==> src/rtl/rv32i_ctrl_fsm.sv <==
// rv32i_ctrl_fsm -- multi-cycle RV32I control unit.
//
// Walks each instruction through FETCH -> DECODE -> EXECUTE -> (MEM) -> (WB)
// and drives the datapath strobes.  Memory handshakes are guarded by a wait
// counter; a missing ack, a SYSTEM opcode or an unknown opcode parks the FSM
// in TRAP until rst.
//
// Ports
//   clk, rst            clock, synchronous active-high reset
//   imem_req / imem_ack instruction fetch handshake, instr = fetched word
//   dmem_req / dmem_ack data access handshake, dmem_we = store strobe
//   alu_op, alu_src_imm ALU operation and operand-B select (1 = immediate)
//   alu_zero, alu_lsb   ALU result == 0 and result bit 0 (branch decisions)
//   ir_we               external instruction register load
//   rf_we, wb_sel       register file write enable and writeback source
//   pc_we, pc_sel       PC update enable and next-PC source
//   state, trap         current state code and trap indicator
module rv32i_ctrl_fsm #(
  parameter int unsigned TIMEOUT_CYCLES = 255
) (
  input  logic        clk,
  input  logic        rst,
  output logic        imem_req,
  input  logic        imem_ack,
  input  logic [31:0] instr,
  output logic        dmem_req,
  output logic        dmem_we,
  input  logic        dmem_ack,
  output logic [5:0]  alu_op,
  output logic        alu_src_imm,
  input  logic        alu_zero,
  input  logic        alu_lsb,
  output logic        ir_we,
  output logic        rf_we,
  output logic [1:0]  wb_sel,
  output logic        pc_we,
  output logic [1:0]  pc_sel,
  output logic [2:0]  state,
  output logic        trap
);

  // alu_ops encoding
  localparam logic [5:0] OP_ADD  = 6'd0,  OP_SUB   = 6'd1,  OP_SLL   = 6'd2;
  localparam logic [5:0] OP_SLT  = 6'd3,  OP_SLTU  = 6'd4,  OP_XOR   = 6'd5;
  localparam logic [5:0] OP_SRL  = 6'd6,  OP_SRA   = 6'd7,  OP_OR    = 6'd8;
  localparam logic [5:0] OP_AND  = 6'd9,  OP_ADDI  = 6'd10, OP_SLTI  = 6'd11;
  localparam logic [5:0] OP_SLTIU= 6'd12, OP_XORI  = 6'd13, OP_ORI   = 6'd14;
  localparam logic [5:0] OP_ANDI = 6'd15, OP_BYPASS= 6'd16, OP_JALR  = 6'd17;
  localparam logic [5:0] OP_NOP  = 6'd18, OP_INVALID = 6'd19;

  // Last waiting cycle: the counter holds TIMEOUT_CYCLES-1 on the final
  // cycle in which an ack is still accepted.
  localparam logic [15:0] WAIT_LIMIT = 16'(TIMEOUT_CYCLES - 1);

  typedef enum logic [2:0] {
    ST_FETCH = 3'd0, ST_DECODE = 3'd1, ST_EXECUTE = 3'd2,
    ST_MEM   = 3'd3, ST_WB     = 3'd4, ST_TRAP    = 3'd5
  } state_t;

  typedef enum logic [3:0] {
    C_LUI, C_AUIPC, C_JAL, C_B, C_LW, C_JALR, C_I, C_SW, C_R, C_SYS, C_BAD
  } iclass_t;

  state_t      r_state, w_state_next;
  logic [31:0] r_instr;
  logic [15:0] r_wait_cnt;
  iclass_t     w_class;
  logic [5:0]  w_ex_op;
  logic [2:0]  w_funct3;
  logic [4:0]  w_rd;
  logic        w_f7b5, w_limit, w_waiting, w_taken, w_br_valid;
  logic        w_unused_instr;

  assign w_funct3 = r_instr[14:12];
  assign w_rd     = r_instr[11:7];
  assign w_f7b5   = r_instr[30];
  assign w_limit  = (r_wait_cnt == WAIT_LIMIT);
  assign w_waiting = ((r_state == ST_FETCH) && !imem_ack) ||
                     ((r_state == ST_MEM) && !dmem_ack);
  // Immediate and register-number fields are consumed by the datapath only.
  assign w_unused_instr = ^{r_instr[31], r_instr[29:15]};
  assign state = rst ? ST_FETCH : r_state;

  always_ff @(posedge clk) begin
    if (rst) begin
      r_state    <= ST_FETCH;
      r_wait_cnt <= '0;
      r_instr    <= '0;
    end else begin
      r_state <= w_state_next;
      // Any state change restarts the count, which covers entry to FETCH/MEM.
      if (w_state_next != r_state) r_wait_cnt <= '0;
      else if (w_waiting)          r_wait_cnt <= r_wait_cnt + 16'd1;
      if ((r_state == ST_FETCH) && imem_ack) r_instr <= instr;
    end
  end

  always_comb begin
    w_class = C_BAD;
    case (r_instr[6:0])
      7'b0110111: w_class = C_LUI;
      7'b0010111: w_class = C_AUIPC;
      7'b1101111: w_class = C_JAL;
      7'b1100011: w_class = C_B;
      7'b0000011: if (w_funct3 == 3'b010) w_class = C_LW;
      7'b1100111: w_class = C_JALR;
      7'b0010011: w_class = C_I;
      7'b0100011: if (w_funct3 == 3'b010) w_class = C_SW;
      7'b0110011: w_class = C_R;
      7'b1110011: w_class = C_SYS;
      default:    w_class = C_BAD;
    endcase
  end

  // Branch outcome; funct3 010/011 are not branches.
  always_comb begin
    w_taken    = 1'b0;
    w_br_valid = 1'b1;
    case (w_funct3)
      3'b000:         w_taken = alu_zero;
      3'b001:         w_taken = !alu_zero;
      3'b100, 3'b110: w_taken = alu_lsb;
      3'b101, 3'b111: w_taken = !alu_lsb;
      default:        w_br_valid = 1'b0;
    endcase
  end

  always_comb begin
    w_ex_op = OP_INVALID;
    case (w_class)
      C_R: begin
        case (w_funct3)
          3'b000:  w_ex_op = w_f7b5 ? OP_SUB : OP_ADD;
          3'b001:  w_ex_op = OP_SLL;
          3'b010:  w_ex_op = OP_SLT;
          3'b011:  w_ex_op = OP_SLTU;
          3'b100:  w_ex_op = OP_XOR;
          3'b101:  w_ex_op = w_f7b5 ? OP_SRA : OP_SRL;
          3'b110:  w_ex_op = OP_OR;
          default: w_ex_op = OP_AND;
        endcase
      end
      C_I: begin
        case (w_funct3)
          3'b000:  w_ex_op = OP_ADDI;
          3'b001:  w_ex_op = OP_SLL;
          3'b010:  w_ex_op = OP_SLTI;
          3'b011:  w_ex_op = OP_SLTIU;
          3'b100:  w_ex_op = OP_XORI;
          3'b101:  w_ex_op = w_f7b5 ? OP_SRA : OP_SRL;
          3'b110:  w_ex_op = OP_ORI;
          default: w_ex_op = OP_ANDI;
        endcase
      end
      C_LW, C_SW, C_AUIPC, C_JAL: w_ex_op = OP_ADD;
      C_LUI:  w_ex_op = OP_BYPASS;
      C_JALR: w_ex_op = OP_JALR;
      C_B: begin
        case (w_funct3)
          3'b000, 3'b001: w_ex_op = OP_SUB;
          3'b100, 3'b101: w_ex_op = OP_SLT;
          3'b110, 3'b111: w_ex_op = OP_SLTU;
          default:        w_ex_op = OP_INVALID;
        endcase
      end
      default: w_ex_op = OP_INVALID;
    endcase
  end

  always_comb begin
    w_state_next = r_state;
    imem_req     = 1'b0;
    dmem_req     = 1'b0;
    dmem_we      = 1'b0;
    alu_op       = OP_NOP;
    alu_src_imm  = 1'b0;
    ir_we        = 1'b0;
    rf_we        = 1'b0;
    wb_sel       = 2'b00;
    pc_we        = 1'b0;
    pc_sel       = 2'b00;
    trap         = 1'b0;
    case (r_state)
      ST_FETCH: begin
        imem_req = 1'b1;
        // Ack wins over the timeout on the limit cycle.
        if (imem_ack) begin
          ir_we        = 1'b1;
          w_state_next = ST_DECODE;
        end else if (w_limit) begin
          w_state_next = ST_TRAP;
        end
      end
      ST_DECODE: begin
        w_state_next = ((w_class == C_SYS) || (w_class == C_BAD)) ? ST_TRAP : ST_EXECUTE;
      end
      ST_EXECUTE: begin
        alu_op      = w_ex_op;
        alu_src_imm = (w_class == C_I) || (w_class == C_LW) || (w_class == C_SW) ||
                      (w_class == C_LUI) || (w_class == C_AUIPC) || (w_class == C_JALR);
        case (w_class)
          C_LW, C_SW: w_state_next = ST_MEM;
          C_B: begin
            if (w_br_valid) begin
              pc_we        = 1'b1;
              pc_sel       = w_taken ? 2'b01 : 2'b00;
              w_state_next = ST_FETCH;
            end else begin
              w_state_next = ST_TRAP;
            end
          end
          default: w_state_next = ST_WB;
        endcase
      end
      ST_MEM: begin
        dmem_req = 1'b1;
        dmem_we  = (w_class == C_SW);
        if (dmem_ack) begin
          if (w_class == C_SW) begin
            pc_we        = 1'b1;
            w_state_next = ST_FETCH;
          end else begin
            w_state_next = ST_WB;
          end
        end else if (w_limit) begin
          w_state_next = ST_TRAP;
        end
      end
      ST_WB: begin
        rf_we        = (w_rd != 5'd0);
        wb_sel       = (w_class == C_LW) ? 2'b01 :
                       ((w_class == C_JAL) || (w_class == C_JALR)) ? 2'b10 : 2'b00;
        pc_we        = 1'b1;
        pc_sel       = (w_class == C_JAL) ? 2'b01 : (w_class == C_JALR) ? 2'b10 : 2'b00;
        w_state_next = ST_FETCH;
      end
      ST_TRAP: trap = 1'b1;
      default: w_state_next = ST_TRAP;
    endcase
    // While reset is held the outputs show an idle FETCH.
    if (rst) begin
      imem_req    = 1'b1;
      dmem_req    = 1'b0;
      dmem_we     = 1'b0;
      alu_op      = OP_NOP;
      alu_src_imm = 1'b0;
      ir_we       = 1'b0;
      rf_we       = 1'b0;
      wb_sel      = 2'b00;
      pc_we       = 1'b0;
      pc_sel      = 2'b00;
      trap        = 1'b0;
    end
  end

endmodule

==> config.mk <==
export PLATFORM = sky130hd
export DESIGN_NAME = rv32i_ctrl_fsm
export DESIGN_NICKNAME = d
export VERILOG_FILES = /design/src/rtl/rv32i_ctrl_fsm.sv
export SDC_FILE = /design/constraint.sdc
export NUM_CORES = 1
export LEC_CHECK = 0
export ABC_CLOCK_PERIOD_IN_PS = 2800
export CAP_MARGIN = 20
export CORE_MARGIN = 5
export CORE_UTILIZATION = 28
export DETAILED_ROUTE_END_ITERATION = 16
export RECOVER_POWER = 25
export REMOVE_ABC_BUFFERS = 1
export SETUP_SLACK_MARGIN = 0.02
export SYNTH_ARGS = -nofsm -noshare
export SYNTH_HDL_FRONTEND = slang
export SYNTH_SLANG_ARGS = --single-unit
==> constraint.sdc <==
create_clock -name clk -period 2.8 [get_ports clk]
set_clock_uncertainty 0.15 [all_clocks]
set_input_delay 0.42 -clock clk [delete_from_list [all_inputs] [get_ports clk]]
set_output_delay 0.42 -clock clk [all_outputs]
set_load 0.05 [all_outputs]
==> results.json <==
{
  "diodes": 0,
  "p_seq_share_pct": 38.5,
  "min-delay-start": "r_instr[9]",
  "ctsRootBufferMaster": "clkbuf_8",
  "worstSetupPathType": "reg -> out",
  "grt_antenna_before_repair": 0,
  "finalHoldViolCount": 0,
  "vias_per_cell": 5.539,
  "synthArstFlopShare_pct": 0,
  "fin_hold_ws_ps": 307.3,
  "p_switching_mw": 0.4528,
  "pwr-share-comb_pct": 28.4,
  "drtPass1Iterations": 4,
  "synth_edf_count": 0,
  "max_freq_mhz": 359.7,
  "worstHoldPathCells": 2,
  "r2r_start": "r_instr[13]",
  "drt_iter0_drc": 122,
  "clkPwrFrac_pct": 33.1,
  "internal-power_mw": 0.9943,
  "syn_area_per_cell_sq_um": 7.627,
  "die_w_microns": 106.9,
  "grt_pass1_vias": 2736,
  "maxCapViolCount": 0,
  "power.density_nw_per_um2": 362.7,
  "coreArea_sq_um": 9196,
  "synth_top_cell_by_area": "dfxtp_1",
  "fin_util_pct": 43.39,
  "hold_end": "r_instr[9]",
  "synth-seq-area-share_pct": 26.63,
  "gr-total-overflow": 0,
  "setup_ws_ps": 19.99,
  "gp_congestion": 0.8477,
  "swShare_pct": 31.29,
  "netlist_area_sq_um": 2631,
  "rsz0062_at_grt": "true",
  "synth_common_cells": "nand2_1, dfxtp_1, clkbuf_1",
  "cp.arrival_ps": 2210,
  "ys_warn_count": 0,
  "die_y_microns": 106.9,
  "synth_top_flop_cell": "dfxtp_1",
  "multi_input_area_sq_um": 1963,
  "synth-seq-cells": 35,
  "synthCells": 345,
  "htreeDepth": 2,
  "dp_worst_setup_slack_ps": -16.20,
  "area_growth_pct": 51.64,
  "drv_slew": 0,
  "dieArea_sq_um": 11440,
  "power_mw": 1.447,
  "status": "finished clean",
  "reg2reg_depth": 7,
  "slew-limit-headroom_pct": 32.04,
  "synth.area.top_cells": "dfxtp_1, nand2_1, nor4_2, a21oi_1, o221ai_1",
  "fill_cells": 894,
  "cts_buffers": 5,
  "vdd_drop_max_v": 0.0001540,
  "routedWlPerCell_microns": 15.69,
  "route.detailed.drc": 0,
  "p_leak_nw": 1.398,
  "critPathMaxFanout": 7,
  "dp_hpwl_mm": 6.038,
  "min_period_ps": 2780,
  "synth_top_area_share_pct": 26.63,
  "clk_pin_slew_ps": 70,
  "pin_count": 59,
  "rows": 35,
  "seq_area_sq_um": 726.9,
  "r2r_slack_ps": 150,
  "clkLatencyLatePin_ps": 290,
  "start_util_pct": 28.61,
  "worstMarginPinSlew_ps": 1019,
  "grt_pass1_wl_mm": 13.30,
  "port_buffers": 41,
  "vias": 2958,
  "critPathCaptureType": "primary output",
  "antenna_left": 0,
  "fin_nets": 462,
  "clock_sinks": 35,
  "crit_required_ps": 2230,
  "grt_max_degree": 23,
  "clock_path_buffers": 2,
  "synth_cell_types": 63,
  "worstReg2RegEnd": "r_wait_cnt[1]",
  "totalWireLength_mm": 8.376,
  "drive_above_1_share_pct": 33.10,
  "cts_tree": "done",
  "cts_hold_buf": 0,
  "grt_usage_pct": 14.13,
  "finalSetupViolations": 0,
  "min_path_type": "reg -> reg",
  "fin_crit_sh_pct": 99.29,
  "synth_most_common_cell": "nand2_1",
  "start_kind": "flop"
}
-- cells in the final DEF (no fill, tap or decap), types with 12 or more instances in the layout --
cell type        instances
o221ai_1                12
nand2_1                 48
buf_12                  15
dfxtp_1                 26
nor3_1                  14
clkdlybuf4s50_1         20
nor4_1                  12
nor2_1                  18
nor4_2                  14
buf_4                   59
a21oi_1                 20
-- worst max-delay path: stages (launching register included) --
cell and delay, ps:
dfxtp_4 380, buf_6 140, nand4b_1 220, o221ai_4 210, a21oi_4 230, nor3_1 70
o41ai_1 350, buf_4 180, buf_12 120
-- worst max path at each step --
| stage | start | endpoint | depth (start not counted) |
|---|---|---|---|
| after global routing | r_instr[2] | alu_op[1] | 8 |
| after global placement | r_instr[14] | r_wait_cnt[1] | 6 |
| after floorplan | r_instr[2] | alu_op[1] | 5 |
| after detailed placement | rst | wb_sel[0] | 8 |
| after CTS | r_instr[4] | alu_op[1] | 8 |
| final | r_instr[2] | alu_op[1] | 8 |
-- routing by layer --
| layer | vias up | GRT usage [%] | wire length, microns |
|---|---|---|---|
| met1 | 1408 | 18.67 | 3627 |
| met4 | 0 | 3.562 | 121 |
| met5 | - | 0 | 0 |
| met2 | 73 | 24.06 | 4198 |
| li1 | 1468 | - | - |
| met3 | 9 | 2.167 | 428 |
-- state kept, by name, summed over array words and instances, names as in the netlist --
register    count
r_instr        16
r_state         3
r_wait_cnt     16
-- layout make-up --
cell class                      instances  area share, %
Timing Repair Buffer                  101          25.31
Sequential cell                        35          18.22
Clock inverter                          2         0.8780
Multi-Input combinational cell        270          49.20
Tap cell                              111          3.481
Clock buffer                            6          2.070
Inverter                                9         0.8467
-- repair_timing --
item,4_1_cts,5_1_grt
pin swaps,6,14
setup endpoints to repair,8,9
gates resized for setup,31,24
buffers inserted,3,6
gates cloned,0,0
-- power by group through the flow --
stage	clock [mW]	combinational (mW)	sequential, mW
6_report	0.479	0.411	0.557
4_1_cts	0.490	0.387	0.555
3_5_place_dp	0	0.369	0.563
2_1_floorplan	0	0.181	0.565
5_1_grt	0.511	0.445	0.562
3_3_place_gp	0	0.365	0.562
-- logic make-up (layout without fill, tap and decap cells) --
| group | count (synthesis) | count (layout) | synth area share (%) |
|---|---|---|---|
| AND/OR/NAND/NOR | 166 | 166 | 37.00 |
| AO/OA/AOI/OAI | 96 | 96 | 27.06 |
| buffers and inverters | 40 | 118 | 6.562 |
| flip-flops | 35 | 35 | 26.63 |
| XOR/XNOR | 5 | 5 | 1.664 |
| adder cells (fa/ha/maj) | 2 | 2 | 0.9509 |
| other | 1 | 1 | 0.1425 |
-- through the flow --
| stage | area (sq um) | cells | TNS [ps] |
|---|---|---|---|
| after floorplan | 2492 | 314 | -9278 |
| after global placement | 3576 | 516 | -955.5 |
| after detailed placement | 3587 | 517 | -16.20 |
| after CTS | 3842 | 528 | -32.80 |
| after global routing | 3990 | 534 | -99.32 |
| final | 3990 | 534 | 0 |
(Power assumes the default switching activity.)
